[src/rtl/ahb_rst_pkg.sv]
// Shared types and defaults for the AHB reset sequencer.
package ahb_rst_pkg;

    typedef enum logic [2:0] {
        HOLD       = 3'd0,
        REL_FABRIC = 3'd1,
        REL_SLAVE  = 3'd2,
        RUN        = 3'd3,
        QUIESCE    = 3'd4
    } rst_seq_state_e;

    localparam int RST_HOLD_DFLT    = 16;
    localparam int RST_STEP_DFLT    = 4;
    localparam int RST_TIMEOUT_DFLT = 256;

    function automatic int max3(input int a, input int b, input int c);
        int m;
        m = (a > b) ? a : b;
        return (m > c) ? m : c;
    endfunction

endpackage

[src/rtl/ahb_rst_seq.sv]
// Holds the AHB subsystem in reset, then releases fabric, slaves, masters in order;
// services software reset requests once the bus goes idle or a timeout expires.
module ahb_rst_seq
    import ahb_rst_pkg::*;
#(
    parameter int HOLD_CYCLES    = RST_HOLD_DFLT,
    parameter int STEP_CYCLES    = RST_STEP_DFLT,
    parameter int TIMEOUT_CYCLES = RST_TIMEOUT_DFLT
) (
    input  logic clk,
    input  logic sync_rst,
    input  logic sw_rst_req,
    input  logic bus_idle,
    output logic fabric_rst_n,
    output logic slave_rst_n,
    output logic master_rst_n,
    output logic rst_done,
    output logic sw_rst_ack,
    output logic timeout_flag
);

    localparam int CNT_W = $clog2(max3(HOLD_CYCLES, STEP_CYCLES, TIMEOUT_CYCLES) + 1);

    // Each phase expires on the edge where cnt holds (duration-1), so that
    // the expiry lands exactly N edges after the phase was entered.
    localparam logic [CNT_W-1:0] HOLD_LAST = CNT_W'(HOLD_CYCLES - 1);
    localparam logic [CNT_W-1:0] STEP_LAST = CNT_W'(STEP_CYCLES - 1);
    localparam logic [CNT_W-1:0] TO_LAST   = CNT_W'(TIMEOUT_CYCLES - 1);

    rst_seq_state_e   state, state_nxt;
    logic [CNT_W-1:0] cnt, cnt_nxt, cnt_inc;
    logic             fabric_nxt, slave_nxt, master_nxt, done_nxt, ack_nxt, to_nxt;

    assign cnt_inc = (cnt == {CNT_W{1'b1}}) ? cnt : cnt + CNT_W'(1);

    always_comb begin
        state_nxt  = state;
        cnt_nxt    = cnt_inc;
        fabric_nxt = fabric_rst_n;
        slave_nxt  = slave_rst_n;
        master_nxt = master_rst_n;
        done_nxt   = rst_done;
        ack_nxt    = 1'b0;
        to_nxt     = timeout_flag;
        case (state)
            HOLD: begin
                if (cnt == HOLD_LAST) begin
                    fabric_nxt = 1'b1;
                    cnt_nxt    = '0;
                    state_nxt  = REL_FABRIC;
                end
            end
            REL_FABRIC: begin
                if (cnt == STEP_LAST) begin
                    slave_nxt = 1'b1;
                    cnt_nxt   = '0;
                    state_nxt = REL_SLAVE;
                end
            end
            REL_SLAVE: begin
                if (cnt == STEP_LAST) begin
                    master_nxt = 1'b1;
                    done_nxt   = 1'b1;
                    cnt_nxt    = '0;
                    state_nxt  = RUN;
                end
            end
            RUN: begin
                cnt_nxt = '0;
                if (sw_rst_req) begin
                    done_nxt  = 1'b0;
                    state_nxt = QUIESCE;
                end
            end
            QUIESCE: begin
                // An idle bus on the timeout edge counts as a clean exit.
                if (bus_idle || cnt == TO_LAST) begin
                    fabric_nxt = 1'b0;
                    slave_nxt  = 1'b0;
                    master_nxt = 1'b0;
                    ack_nxt    = 1'b1;
                    cnt_nxt    = '0;
                    state_nxt  = HOLD;
                    if (!bus_idle) to_nxt = 1'b1;
                end
            end
            default: begin
                cnt_nxt   = '0;
                state_nxt = HOLD;
            end
        endcase
    end

    always_ff @(posedge clk) begin
        if (sync_rst) begin
            state        <= HOLD;
            cnt          <= '0;
            fabric_rst_n <= 1'b0;
            slave_rst_n  <= 1'b0;
            master_rst_n <= 1'b0;
            rst_done     <= 1'b0;
            sw_rst_ack   <= 1'b0;
            timeout_flag <= 1'b0;
        end else begin
            state        <= state_nxt;
            cnt          <= cnt_nxt;
            fabric_rst_n <= fabric_nxt;
            slave_rst_n  <= slave_nxt;
            master_rst_n <= master_nxt;
            rst_done     <= done_nxt;
            sw_rst_ack   <= ack_nxt;
            timeout_flag <= to_nxt;
        end
    end

endmodule

[config.mk]
export PLATFORM = sky130hd
export DESIGN_NAME = ahb_rst_seq
export DESIGN_NICKNAME = d
export VERILOG_FILES = /design/src/rtl/ahb_rst_pkg.sv /design/src/rtl/ahb_rst_seq.sv
export SDC_FILE = /design/constraint.sdc
export NUM_CORES = 1
export LEC_CHECK = 0
export ABC_AREA = 1
export CORE_MARGIN = 5
export CORE_UTILIZATION = 58
export CTS_CLUSTER_DIAMETER = 100
export DETAILED_ROUTE_END_ITERATION = 12
export DONT_BUFFER_PORTS = 1
export PLACE_DENSITY = 0.77
export SLEW_MARGIN = 25
export SYNTH_ARGS = -nofsm -noshare
export SYNTH_HDL_FRONTEND = slang
export SYNTH_SLANG_ARGS = --single-unit
export TNS_END_PERCENT = 50
[constraint.sdc]
create_clock -name clk -period 2.3 [get_ports clk]
set_input_delay 0.46 -clock clk [delete_from_list [all_inputs] [get_ports clk]]
set_output_delay 0.46 -clock clk [all_outputs]
set_load 0.005 [all_outputs]
# After elaboration in Yosys (flattened, before gate mapping)
# Index checks and enable logic that the tools add are counted.
# W data, S select, Z words.
dict set report word_totals {
  regBits 18
  out_inout_bits 6
  elab_cells 58
}
dict set report classes {
  addsub 1
  n_eq_ne 13
  mux 20
  bitwise_logic 2
  reduce_logical 14
}
# cell n
set ops {}
lappend ops {{$mux W9} 4}
lappend ops {{$pmux W9 S3} 1}
lappend ops {{$mux W3} 5}
lappend ops {{$pmux W3 S5} 1}
lappend ops {{$reduce_and A3 Y1} 5}
lappend ops {{$ne A2 B2 Y1 const B} 5}
lappend ops {{$add A9 B1 Y9 const B} 1}
lappend ops {{$eq A9 B2 Y1 const B} 1}
lappend ops {{$eq A9 B4 Y1 const B} 1}
lappend ops {{$eq A9 B8 Y1 const B} 1}
lappend ops {{$eq A9 B9 Y1 const B} 1}
lappend ops {{$pmux W1 S2} 4}
lappend ops {{$reduce_bool A2 Y1} 4}
lappend ops {{$eq A3 B2 Y1 const B} 2}
lappend ops {{$mux W1} 5}
lappend ops {{$reduce_and A5 Y1} 1}
lappend ops {{$reduce_or A2 Y1} 2}
lappend ops {{$eq A3 B1 Y1 const B} 1}
lappend ops {{$eq A3 B3 Y1 const B} 1}
lappend ops {{$logic_not A3 Y1} 1}
lappend ops {{$not A1 Y1} 2}
lappend ops {{$logic_or A1 B1 Y1} 1}

# Longest topological paths before layout
# Gate-level depths: netlist of the first run.
dict set report depth {
  ltp_word 4
  depth_mapped 10
  mapped_depth_nobuf 10
}

# Worst setup path after synthesis of the first run
# OpenSTA, ideal clock, no wires.
dict set report synth_path {
  path_type {register to register}
  startpoint {register cnt[0]}
  endpoint {register cnt[3]}
  setup_time_ns 0.117
  t_arrival_ns 1.239
  required_time_ns 2.183
  slack_ns 0.944
  path_stages_with_launch 9
  path_buffers 0
  synth_period_minus_slack_ns 1.356
  cell_sequence {dfxtp_1 > ha_1 > inv_1 > nor2_4 > nand3_4 > nand2_4 > nand3_1 > nand2_2 > nor2_1}
}
dict set report synth_via {
  elab_chain_len 4
  elab_cells_between_ends 11
}
# element line_no
set synth_rtl {}
lappend synth_rtl {{from (decl)} ahb_rst_seq.sv:31} ;# logic [CNT_W-1:0] cnt, cnt_nxt, cnt_inc;
lappend synth_rtl {{from (signal assigned)} ahb_rst_seq.sv:106} ;# cnt <= cnt_nxt;
lappend synth_rtl {{$add A9 B1 Y9 (tied with other cells)} ahb_rst_seq.sv:34} ;# assign cnt_inc = (cnt == {CNT_W{1'b1}}) ? cnt : cnt + CNT_W'(1);
lappend synth_rtl {{$mux W9 or $logic_or A1 B1 Y1 (tied branches)} {ahb_rst_seq.sv:34, ahb_rst_seq.sv:77}}
lappend synth_rtl {{$mux W9 (on tied branches)} n/a}
lappend synth_rtl {{$pmux W9 S3 (*)} ahb_rst_seq.sv:45} ;# case (state)
# Mark *: on every way between the ends. The rest lies on a longest branch, timed or not.
# A chain may end at the register's enable or synchronous reset.

# Final worst setup path of the first run
dict set report layout_path {
  startpoint {register cnt[0]}
  endpoint {register cnt[7]}
}
# The elaborated chain is that of the path after synthesis.

==> metrics.md, run 1 <==
| Metric | Value |
|---|---|
| Max Clk Rate | 0.6482 GHz |
| PwrDens | 481.1 nW/um^2 |
| Status | complete, no violations |
| Final wirelength | 1.917 mm |
| HPWL after DPL | 1.554 mm |
| Core area | 1727 sq um |
| Syn Nets | 152 |
| Layout cells sized above 1 | 22.67% |
| Fillers | 166 |
| Layout Nets | 157 |
| Fin crit share | 67.07% |
| Die Y | 52.82 um |
| Syn. warnings | 0 |
| Initial Utilization | 61.59% |
| Relative slew margins | 83.14% |
| Synth cell types | 28 |
| Critical Path Source Type | register |
| GRT Util Overall | 16.24% |
| H-Tree Depth | 1 |
| Post-CTS Resized | 0 |
| Routed len/inst | 10.95 um |
| Static leakage | 0.0004908 uW |
| Via Count | 855 |
| Post-layout min period | 1.543 ns |
| RSZ-0062 raised after global routing | false |
| Commonest cells post-synth | 30 x nand2_1, 22 x inv_1, 22 x nor2_1, 18 x dfxtp_1, 7 x a21oi_1 |
| Worst vdd ir | 309.4 uV |
| Core Rows | 15 |
| CP Data Required Time | 2.49 ns |
| Largest net degree at the start of global routing | 11 |
| Final Skew | 0.003662 ns |
| Cell taking the most area after synthesis | dfxtp_1 |
| DR DRC count | 0 |
| Worst Max-Slew Pin Slew | 0.2525 ns |
| DIE WIDTH | 52.82 um |
| Yosys top cell area share | 33.88% |
| CP Max Fanout | 8 |
| Hold Crit Class | in2reg |
| CP Capture Type | register |
| Final core utilization | 65.51% |
| Max stage delay on crit path | 0.41 ns |
| Die area | 2790 sq um |
| Critical path, cell by cell | ha_1, inv_1, nor2_4, nand3_4, nand2_4, nand3_1, nand2_2, nor2_1 |
| Cells after synthesis | 146 |
| DR vias/cell | 4.886 |
| Async SR Flop Fraction | 0% |
| Post-synth EDFFs | 0 |
| Cell family with most CP delay | simple AND/OR/NAND/NOR gates |
| Antenna viol nets, final | 0 |
| Sink Count | 18 |
| Crit Path Class | reg2reg |
| Antenna violations before repair | 0 |
| Final setup fails | 0 |
| Post-synthesis sequential area ratio | 33.88% |
| Total negative slack | 0 ns |
| WP data arrival | 1.74 ns |
| Post-Syn Area | 1064 sq um |
| Worst path bufs/invs | 1 |
| CTS tree | built |
| Slew Limit Fails | 0 |
| Average size of a mapped cell | 7.284 sq um |
| Io pins | 10 |
| Top post-synthesis cells by area | dfxtp_1 34%, nand2_1 11%, inv_1 7.8% |
| # Post-CTS Setup Buffers | 0 |
| Worst-skew pair later-pin latency | 0.30 ns |
| Deepest clock path buffer count | 2 |
| CP max-delay cell | dfxtp_1 |
| CTS clk-pin slew, worst paths | 0.10 ns |
| Synth-to-Final Area Change | 6.352% |
| Via count of the first global-routing pass | 820 |
| Max-cap violations | 0 |
| Top_reg_cell synth | dfxtp_1 |
| First-pass GRT wire length | 3.318 mm |
| CTS hold repair buffers | 0 |
| Final antenna diode count | 0 |
| Synthesis-stage register bit count | 18 |
| GRT overflow | 0 |
| PortBufs | 0 |
| Iteration-0 DRC Markers | 9 |
| Endpoints failing hold | 0 |
| GPL Wtd Cong | 0.9022 |
| Num CTS Buffers | 3 |
| CTS Root Cell | clkbuf_4 |
| Cell with the most instances after synthesis | nand2_1 |
| Drt pass-1 iters | 4 |
## final timing paths
| kind | startpoint | endpoint | depth (start not counted) | slack [ns] |
|---|---|---|---|---|
| max | cnt[0]$_SDFF_PP0_ | cnt[7]$_SDFF_PP0_ | 8 | 0.76 |
| min | sync_rst | state[1]$_SDFFE_PP0P_ | 1 | 0.21 |
| max reg2reg | cnt[0]$_SDFF_PP0_ | cnt[7]$_SDFF_PP0_ | 8 | 0.76 |
| min reg2reg | master_rst_n$_SDFFE_PP0P_ | master_rst_n$_SDFFE_PP0P_ | 2 | 0.48 |
## area by class of cell
cell class	count	area (sq um)	area share, %
well taps	25	31.28	2.765
flip-flops and latches	18	360.3	31.86
multi-input cells	100	598.1	52.88
clock buffers	4	36.28	3.208
inverters	28	105.1	9.292
## cells in the final DEF (no fill, tap or decap)
cell,Yosys,final
ha_1,2,2
o21ai_2,1,1
a31oi_1,1,1
clkbuf_4,0,3
nor3_2,1,1
nor2_8,1,1
a21boi_0,1,1
xor2_1,2,2
and3_1,1,1
nor2_2,3,3
nand3_1,3,3
nand3b_2,1,1
o211ai_1,1,1
o21ai_0,4,4
clkbuf_8,0,1
nor2_1,22,22
a21oi_1,7,7
inv_1,22,22
inv_2,6,6
mux2i_1,1,1
a21oi_2,2,2
nand2_4,2,2
nand3_2,2,2
nand3_4,2,2
nand2_2,6,6
nand2_1,30,30
o31ai_1,1,1
dfxtp_1,18,18
nor2_4,2,2
o31ai_4,1,1
## per-layer routing
layer | share of wire [%] | GRT usage (%)
met3 | 3.9 | 3.134
met4 | 2.1 | 9.362
met1 | 50 | 21.34
met2 | 44 | 24.38
met5 | 0 | 0
## power by group
part	leakage, uW	internal (uW)	switching (uW)
registers	0.000146	316	4.61
clock network	0.0000210	96.6	99.7
logic	0.000324	10.4	17.0
## sequential cells by signal, summed over array words and instances (netlist names)
register      cells
sw_rst_ack        1
rst_done          1
slave_rst_n       1
fabric_rst_n      1
cnt               9
state             3
timeout_flag      1
master_rst_n      1
## through the flow
stage	cell area [sq um]	hold slack, ns	worst slack [ns]	total power (uW)	std cells
final	1131	0.2089	0.7574	544.1	175
after global routing	1131	0.2011	0.6433	563.6	175
after CTS	1131	0.2061	0.7711	550.4	175
after detailed placement	1095	0.4690	0.7870	355.1	171
after global placement	1095	0.4676	0.8245	354.1	171
after floorplan	1064	0.4457	0.9442	349.8	146
## cell families (layout without fill, tap and decap cells)
| logic type | count (synthesis) | count (layout) | synth area share (%) |
|---|---|---|---|
| AO/OA/AOI/OAI | 19 | 19 | 12.35 |
| XOR/XNOR | 2 | 2 | 1.647 |
| adder cells (fa/ha/maj) | 2 | 2 | 2.353 |
| buffers and inverters | 28 | 32 | 9.882 |
| flip-flops | 18 | 18 | 33.88 |
| multiplexers | 1 | 1 | 0.9412 |
| AND/OR/NAND/NOR | 76 | 76 | 38.94 |
Note: power is estimated with default switching activity, not from simulation.
==> run 2: changes to the inputs <==
clock period = 1.6 ns   (was 2.3 ns; I/O delays follow)
==> run 2 against run 1 <==
- cell area rose by 0.55%
- via count rose by 0.82%
- non-clock buffer count is the same
- sequential share of layout area shrank 0.065 points
- die area is the same
- critical path depth is 2 higher
- core utilization increased by 0.36 points
- flip-flop and latch count stayed put
- clock skew is 0.0019 ns lower
- global-route usage unchanged
- maximum frequency is 4.3% higher
- power is 44% higher
- critical path type unchanged
==> metrics.md, run 2 (synthesis gave the netlist of run 1 again) <==
| Metric | Value |
|---|---|
| Routed len/inst | 11.02 um (was 10.95 um) |
| Max-cap violations | 0 (unchanged) |
| Iteration-0 DRC Markers | 9 (unchanged) |
| R2R Setup Slk | 0.12 ns (was 0.76 ns) |
| Overall power | 786.3 uW (was 544.1 uW) |
| Worst-skew pair later-pin latency | 0.30 ns (about the same) |
| Gate power share | 5.1% (was 5.0%) |
| GPL Wtd Cong | 0.9022 (unchanged) |
| WP data arrival | 1.69 ns (was 1.74 ns) |
| Sink Count | 18 (unchanged) |
| Commonest non-fill, non-tap cell in the layout | nand2_1 (unchanged) |
| Flip-flop count of the largest register after layout | 9 (unchanged) |
| GRT overflow | 0 (unchanged) |
| Via Count | 862 (was 855) |
| H-Tree Depth | 1 (unchanged) |
| Crit Path Class | reg2reg (unchanged) |
| Cell-internal power | 608.8 uW (was 422.9 uW) |
| Status | complete, no violations (unchanged) |
| RSZ-0062 raised after global routing | false (unchanged) |
| CTS Root Cell | clkbuf_4 (unchanged) |
| Max Clk Rate | 0.6759 GHz (was 0.6482 GHz) |
| CTS hold repair buffers | 0 (unchanged) |
| Final antenna diode count | 0 (unchanged) |
| Min-delay src | sync_rst (unchanged) |
| Final setup fails | 0 (unchanged) |
| Core Rows | 15 (unchanged) |
| Seq pwr share | 58.7% (was 58.9%) |
| Relative slew margins | 83.16% (was 83.14%) |
| PortBufs | 0 (unchanged) |
| Initial Utilization | 61.59% (unchanged) |
| CP Capture Type | register (unchanged) |
| DR DRC count | 0 (unchanged) |
| Total negative slack | 0 ns (unchanged) |
| WHS Endpoint | state[1]$_SDFFE_PP0P_ (unchanged) |
| R2r endpoint | state[0]$_SDFFE_PP0P_ (was cnt[7]$_SDFF_PP0_) |
| Final wirelength | 1.928 mm (was 1.917 mm) |
| Fillers | 165 (was 166) |
| Antenna violations before repair | 0 (unchanged) |
| Post-layout min period | 1.480 ns (was 1.543 ns) |
| Die Y | 52.82 um (unchanged) |
| Synth-to-Final Area Change | 6.941% (was 6.352%) |
| Antenna viol nets, final | 0 (unchanged) |
| Slew Limit Fails | 0 (unchanged) |
| Io pins | 10 (unchanged) |
| Final core utilization | 65.87% (was 65.51%) |
| HPWL after DPL | 1.554 mm (unchanged) |
| Fin crit share | 92.47% (was 67.07%) |
| PwrDens | 691.3 nW/um^2 (was 481.1 nW/um^2) |
| Num CTS Buffers | 3 (unchanged) |
| CP startpoint | cnt[1]$_SDFF_PP0_ (was cnt[0]$_SDFF_PP0_) |
| Critical Path Source Type | register (unchanged) |
| Deepest clock path buffer count | 2 (unchanged) |
| Layout Nets | 157 (unchanged) |
| Commonest non-fill, non-tap cells in the layout | 30 x nand2_1, 22 x inv_1, 22 x nor2_1 (unchanged) |
| CP Data Required Time | 1.81 ns (was 2.49 ns) |
| DR vias/cell | 4.926 (was 4.886) |
| Reg-to-reg startpoint | cnt[1]$_SDFF_PP0_ (was cnt[0]$_SDFF_PP0_) |
| First-pass GRT wire length | 3.318 mm (unchanged) |
| Largest net degree at the start of global routing | 11 (unchanged) |
| Worst vdd ir | 445.0 uV (was 309.4 uV) |
| Worst Max-Slew Pin Slew | 0.2523 ns (was 0.2525 ns) |
| Reg with most FFs | cnt (unchanged) |
| Static leakage | 0.0004919 uW (was 0.0004908 uW) |
| Core area | 1727 sq um (unchanged) |
| DIE WIDTH | 52.82 um (unchanged) |
| CP Max Fanout | 4 (was 8) |
| GRT Util Overall | 16.24% (unchanged) |
| Layout cells sized above 1 | 23.33% (was 22.67%) |
| Biggest regs | cnt x9, state x3 (unchanged) |
| Die area | 2790 sq um (unchanged) |
| CTS tree | built (unchanged) |
| R2R cell count | 10 (was 8) |
| NetSw | 177.4 uW (was 121.2 uW) |
| Net Sw Frac | 22.57% (was 22.28%) |
| Clock power frac | 36.2% (was 36.1%) |
| Endpoints failing hold | 0 (unchanged) |
| Hold Crit Class | in2reg (unchanged) |
| CTS clk-pin slew, worst paths | 0.10 ns (about the same) |
| Hold path cells | 1 (unchanged) |
| Drt pass-1 iters | 4 (unchanged) |
| Final Skew | 0.001778 ns (was 0.003662 ns) |
| Via count of the first global-routing pass | 820 (unchanged) |
## run 2: cell counts in the layout (fill, tap and decap cells not counted)
Identical to the previous run, type by type.
## run 2: routing by layer
layer | global-route usage [%] | wire length [um] | vias to the layer above
met5 | 0 | 0 | -
met4 | 9.362 | 38 | 0
met3 | 3.134 | 82 | 5
met2 | 24.38 | 840 | 12
met1 | 21.34 | 967 | 387
li1 | - | - | 458
## run 2: worst max-delay path, cell delays in order, from the launching register on
cell	delay [ns]
dfxtp_1	0.40
ha_1	0.18
inv_1	0.08
nor2_4	0.17
nand3_4	0.12
nand2_4	0.11
nand2_4	0.06
nor2_4	0.11
nand2_1	0.06
nand2_1	0.06
nor2_1	0.04
## run 2: cell type report
class	instances	area [sq um]	share of cell area, %
well taps	25	31.28	2.750
clock buffers	4	36.28	3.190
multi-input cells	100	603.1	53.03
flip-flops and latches	18	361.6	31.79
inverters	28	105.1	9.241
## run 2: through the flow
step / worst slack (ns) / cell area, sq um / std cells / hold WS [ns]
floorplan: 0.2442 / 1064 / 146 / 0.3824
global placement: 0.1246 / 1095 / 171 / 0.3868
detailed placement: 0.08701 / 1095 / 171 / 0.3897
CTS: 0.07109 / 1131 / 175 / 0.06609
global route: 0.01067 / 1137 / 175 / 0.06112
finish: 0.1205 / 1137 / 175 / 0.06778
## run 2: worst max path at each step
| stage | cells after the start | end | slack (ns) |
|---|---|---|---|
| after floorplan | 8 | cnt[3]$_SDFF_PP0_ | 0.24 |
| after detailed placement | 8 | cnt[7]$_SDFF_PP0_ | 0.09 |
| after CTS | 8 | cnt[7]$_SDFF_PP0_ | 0.07 |
| after global placement | 8 | cnt[7]$_SDFF_PP0_ | 0.12 |
| final | 10 | state[0]$_SDFFE_PP0P_ | 0.12 |
| after global routing | 9 | cnt[2]$_SDFF_PP0_ | 0.01 |
## run 2: repair_timing
action | 4_1_cts | 5_1_grt
setup buffers | 0 | 0
resized for setup | 0 | 2
endpoints found under the setup margin | 0 | 11
## run 2: power groups by stage
stage | clock network [uW] | registers, uW | logic, uW
after floorplan | 0 | 470 | 33.3
after global placement | 0 | 471 | 38.5
after detailed placement | 0 | 471 | 39.3
after CTS | 291 | 461 | 39.5
after global routing | 304 | 462 | 45.8
final | 285 | 462 | 40.2
==> run 3: changes to the inputs <==
GPL_TIMING_DRIVEN = 0   (was default)
==> run 3 against run 2 <==
- clock power is essentially flat
- clock skew grew 0.0015 ns
- global-route usage is 0.15 points higher
- hold slack got worse by 0.0047 ns
- non-clock buffer count unchanged
- register-to-register slack is essentially flat
- clock-buffer cell count is the same
- critical path depth decreased by 2
- cell area is 0.11% higher
- sequential power hardly changed
- largest cell class unchanged
==> metrics.md, run 3 (synthesis gave the netlist of run 1 again) <==
| Metric | Value |
|---|---|
| Status | complete, no violations (unchanged) |
| Max-cap violations | 0 (unchanged) |
| CTS clk-pin slew, worst paths | 0.11 ns (was 0.10 ns) |
| Iteration-0 DRC Markers | 14 (was 9) |
| Num CTS Buffers | 3 (unchanged) |
| CP Capture Type | register (unchanged) |
| Via count of the first global-routing pass | 796 (was 820) |
| Static leakage | 0.0004885 uW (was 0.0004919 uW) |
| Worst vdd ir | 485.2 uV (was 445.0 uV) |
| WP data arrival | 1.67 ns (was 1.69 ns) |
| Commonest non-fill, non-tap cells in the layout | 29 x nand2_1, 22 x inv_1, 22 x nor2_1 (was 30 x nand2_1, 22 x inv_1, 22 x nor2_1) |
| GPL Wtd Cong | 0.8860 (was 0.9022) |
| GRT overflow | 0 (unchanged) |
| CP Max Fanout | 8 (was 4) |
| Layout Nets | 157 (unchanged) |
| HPWL after DPL | 1.504 mm (was 1.554 mm) |
| Deepest clock path buffer count | 2 (unchanged) |
| Relative slew margins | 82.12% (was 83.16%) |
| Fin crit share | 91.86% (was 92.47%) |
| Worst Max-Slew Pin Slew | 0.2678 ns (was 0.2523 ns) |
| DR DRC count | 0 (unchanged) |
| Initial Utilization | 61.59% (unchanged) |
| Final wirelength | 1.845 mm (was 1.928 mm) |
| Flip-flop count of the largest register after layout | 9 (unchanged) |
| Biggest regs | cnt x9, state x3 (unchanged) |
| Final Skew | 0.003309 ns (was 0.001778 ns) |
| Post-layout min period | 1.470 ns (was 1.480 ns) |
| Register area | 362.8 sq um (was 361.6 sq um) |
| DR vias/cell | 4.817 (was 4.926) |
| Commonest non-fill, non-tap cell in the layout | nand2_1 (unchanged) |
| Die Y | 52.82 um (unchanged) |
| Synth-to-Final Area Change | 7.059% (was 6.941%) |
| Area occupied by multi-input gates | 603.1 sq um (unchanged) |
| Antenna viol nets, final | 0 (unchanged) |
| Largest net degree at the start of global routing | 11 (unchanged) |
| DIE WIDTH | 52.82 um (unchanged) |
| PwrDens | 691.4 nW/um^2 (was 691.3 nW/um^2) |
| Reg with most FFs | cnt (unchanged) |
| # Post-CTS Setup Buffers | 0 (unchanged) |
| Die area | 2790 sq um (unchanged) |
| Post-route cell area | 1139 sq um (was 1137 sq um) |
| Max Clk Rate | 0.6804 GHz (was 0.6759 GHz) |
| CTS tree | built (unchanged) |
| Sink Count | 18 (unchanged) |
| Slew Limit Fails | 0 (unchanged) |
| CTS hold repair buffers | 0 (unchanged) |
| Core Rows | 15 (unchanged) |
| Post-CTS Resized | 0 (unchanged) |
| PortBufs | 0 (unchanged) |
| Core area | 1727 sq um (unchanged) |
| R2R Setup Slk | 0.13 ns (was 0.12 ns) |
| Final setup fails | 0 (unchanged) |
| GRT Util Overall | 16.39% (was 16.24%) |
| Hold Crit Class | in2reg (unchanged) |
| Endpoints failing hold | 0 (unchanged) |
| Antenna violations before repair | 0 (unchanged) |
| First-pass GRT wire length | 3.318 mm (unchanged) |
| H-Tree Depth | 1 (unchanged) |
| Critical Path Source Type | register (unchanged) |
| Total negative slack | 0 ns (unchanged) |
| Routed len/inst | 10.54 um (was 11.02 um) |
| RSZ-0062 raised after global routing | false (unchanged) |
| CTS Root Cell | clkbuf_4 (unchanged) |
| Final antenna diode count | 0 (unchanged) |
| Crit Path Class | reg2reg (unchanged) |
| CP Data Required Time | 1.80 ns (was 1.81 ns) |
| Drt pass-1 iters | 4 (unchanged) |
| Io pins | 10 (unchanged) |
| Via Count | 843 (was 862) |
| Worst-skew pair later-pin latency | 0.30 ns (about the same) |
| Layout cells sized above 1 | 25.33% (was 23.33%) |
| Post-DP Area | 1095 sq um (unchanged) |
| Fillers | 170 (was 165) |
[run 3: cell counts in the layout (fill, tap and decap cells not counted)]
Identical to the previous run, type by type.
[run 3: routing by layer]
layer	share of wire, %	track usage (%)
met5	0	0
met4	2.2	10.21
met3	6.8	3.134
met2	44	24.59
met1	47	21.28
[run 3: area by class of cell]
class / count / share of cell area [%]
Inverter: 28 / 9.231
Multi-Input combinational cell: 100 / 52.97
Clock buffer: 4 / 3.187
Sequential cell: 18 / 31.87
Tap cell: 25 / 2.747
[run 3: through the flow]
stage,hold slack [ns],worst slack [ns],power [uW],utilization (%),cells
5_1_grt,0.04502,0.001535,828.9,65.94,175
6_report,0.06304,0.1303,787.2,65.94,175
3_5_place_dp,0.3842,0.06789,510.4,63.41,171
3_3_place_gp,0.3847,0.1110,508.6,63.41,171
2_1_floorplan,0.3824,0.2442,502.8,-,146
4_1_cts,0.05493,0.05245,798.4,65.51,175
[run 3: power by group]
group | switching (uW) | leakage [uW] | internal [uW] | total (uW)
clock network | 147 | 0.0000210 | 139 | 286
registers | 6.32 | 0.000146 | 455 | 462
logic | 24.3 | 0.000321 | 15.4 | 39.7
[run 3: final timing paths]
| path | from | to | depth (start not counted) |
|---|---|---|---|
| max reg2reg | cnt[0]$_SDFF_PP0_ | cnt[7]$_SDFF_PP0_ | 8 |
| min | sync_rst | state[1]$_SDFFE_PP0P_ | 1 |
| max | cnt[0]$_SDFF_PP0_ | cnt[7]$_SDFF_PP0_ | 8 |
| min reg2reg | fabric_rst_n$_SDFFE_PP0P_ | fabric_rst_n$_SDFFE_PP0P_ | 2 |
[run 3: worst max-delay path: stages, from the launching register on]
cell	delay, ns
dfxtp_2	0.38
ha_1	0.17
inv_1	0.07
nor2_4	0.19
nand3_4	0.11
nand2_4	0.11
nand3_1	0.09
nand2_2	0.18
nor2_1	0.07
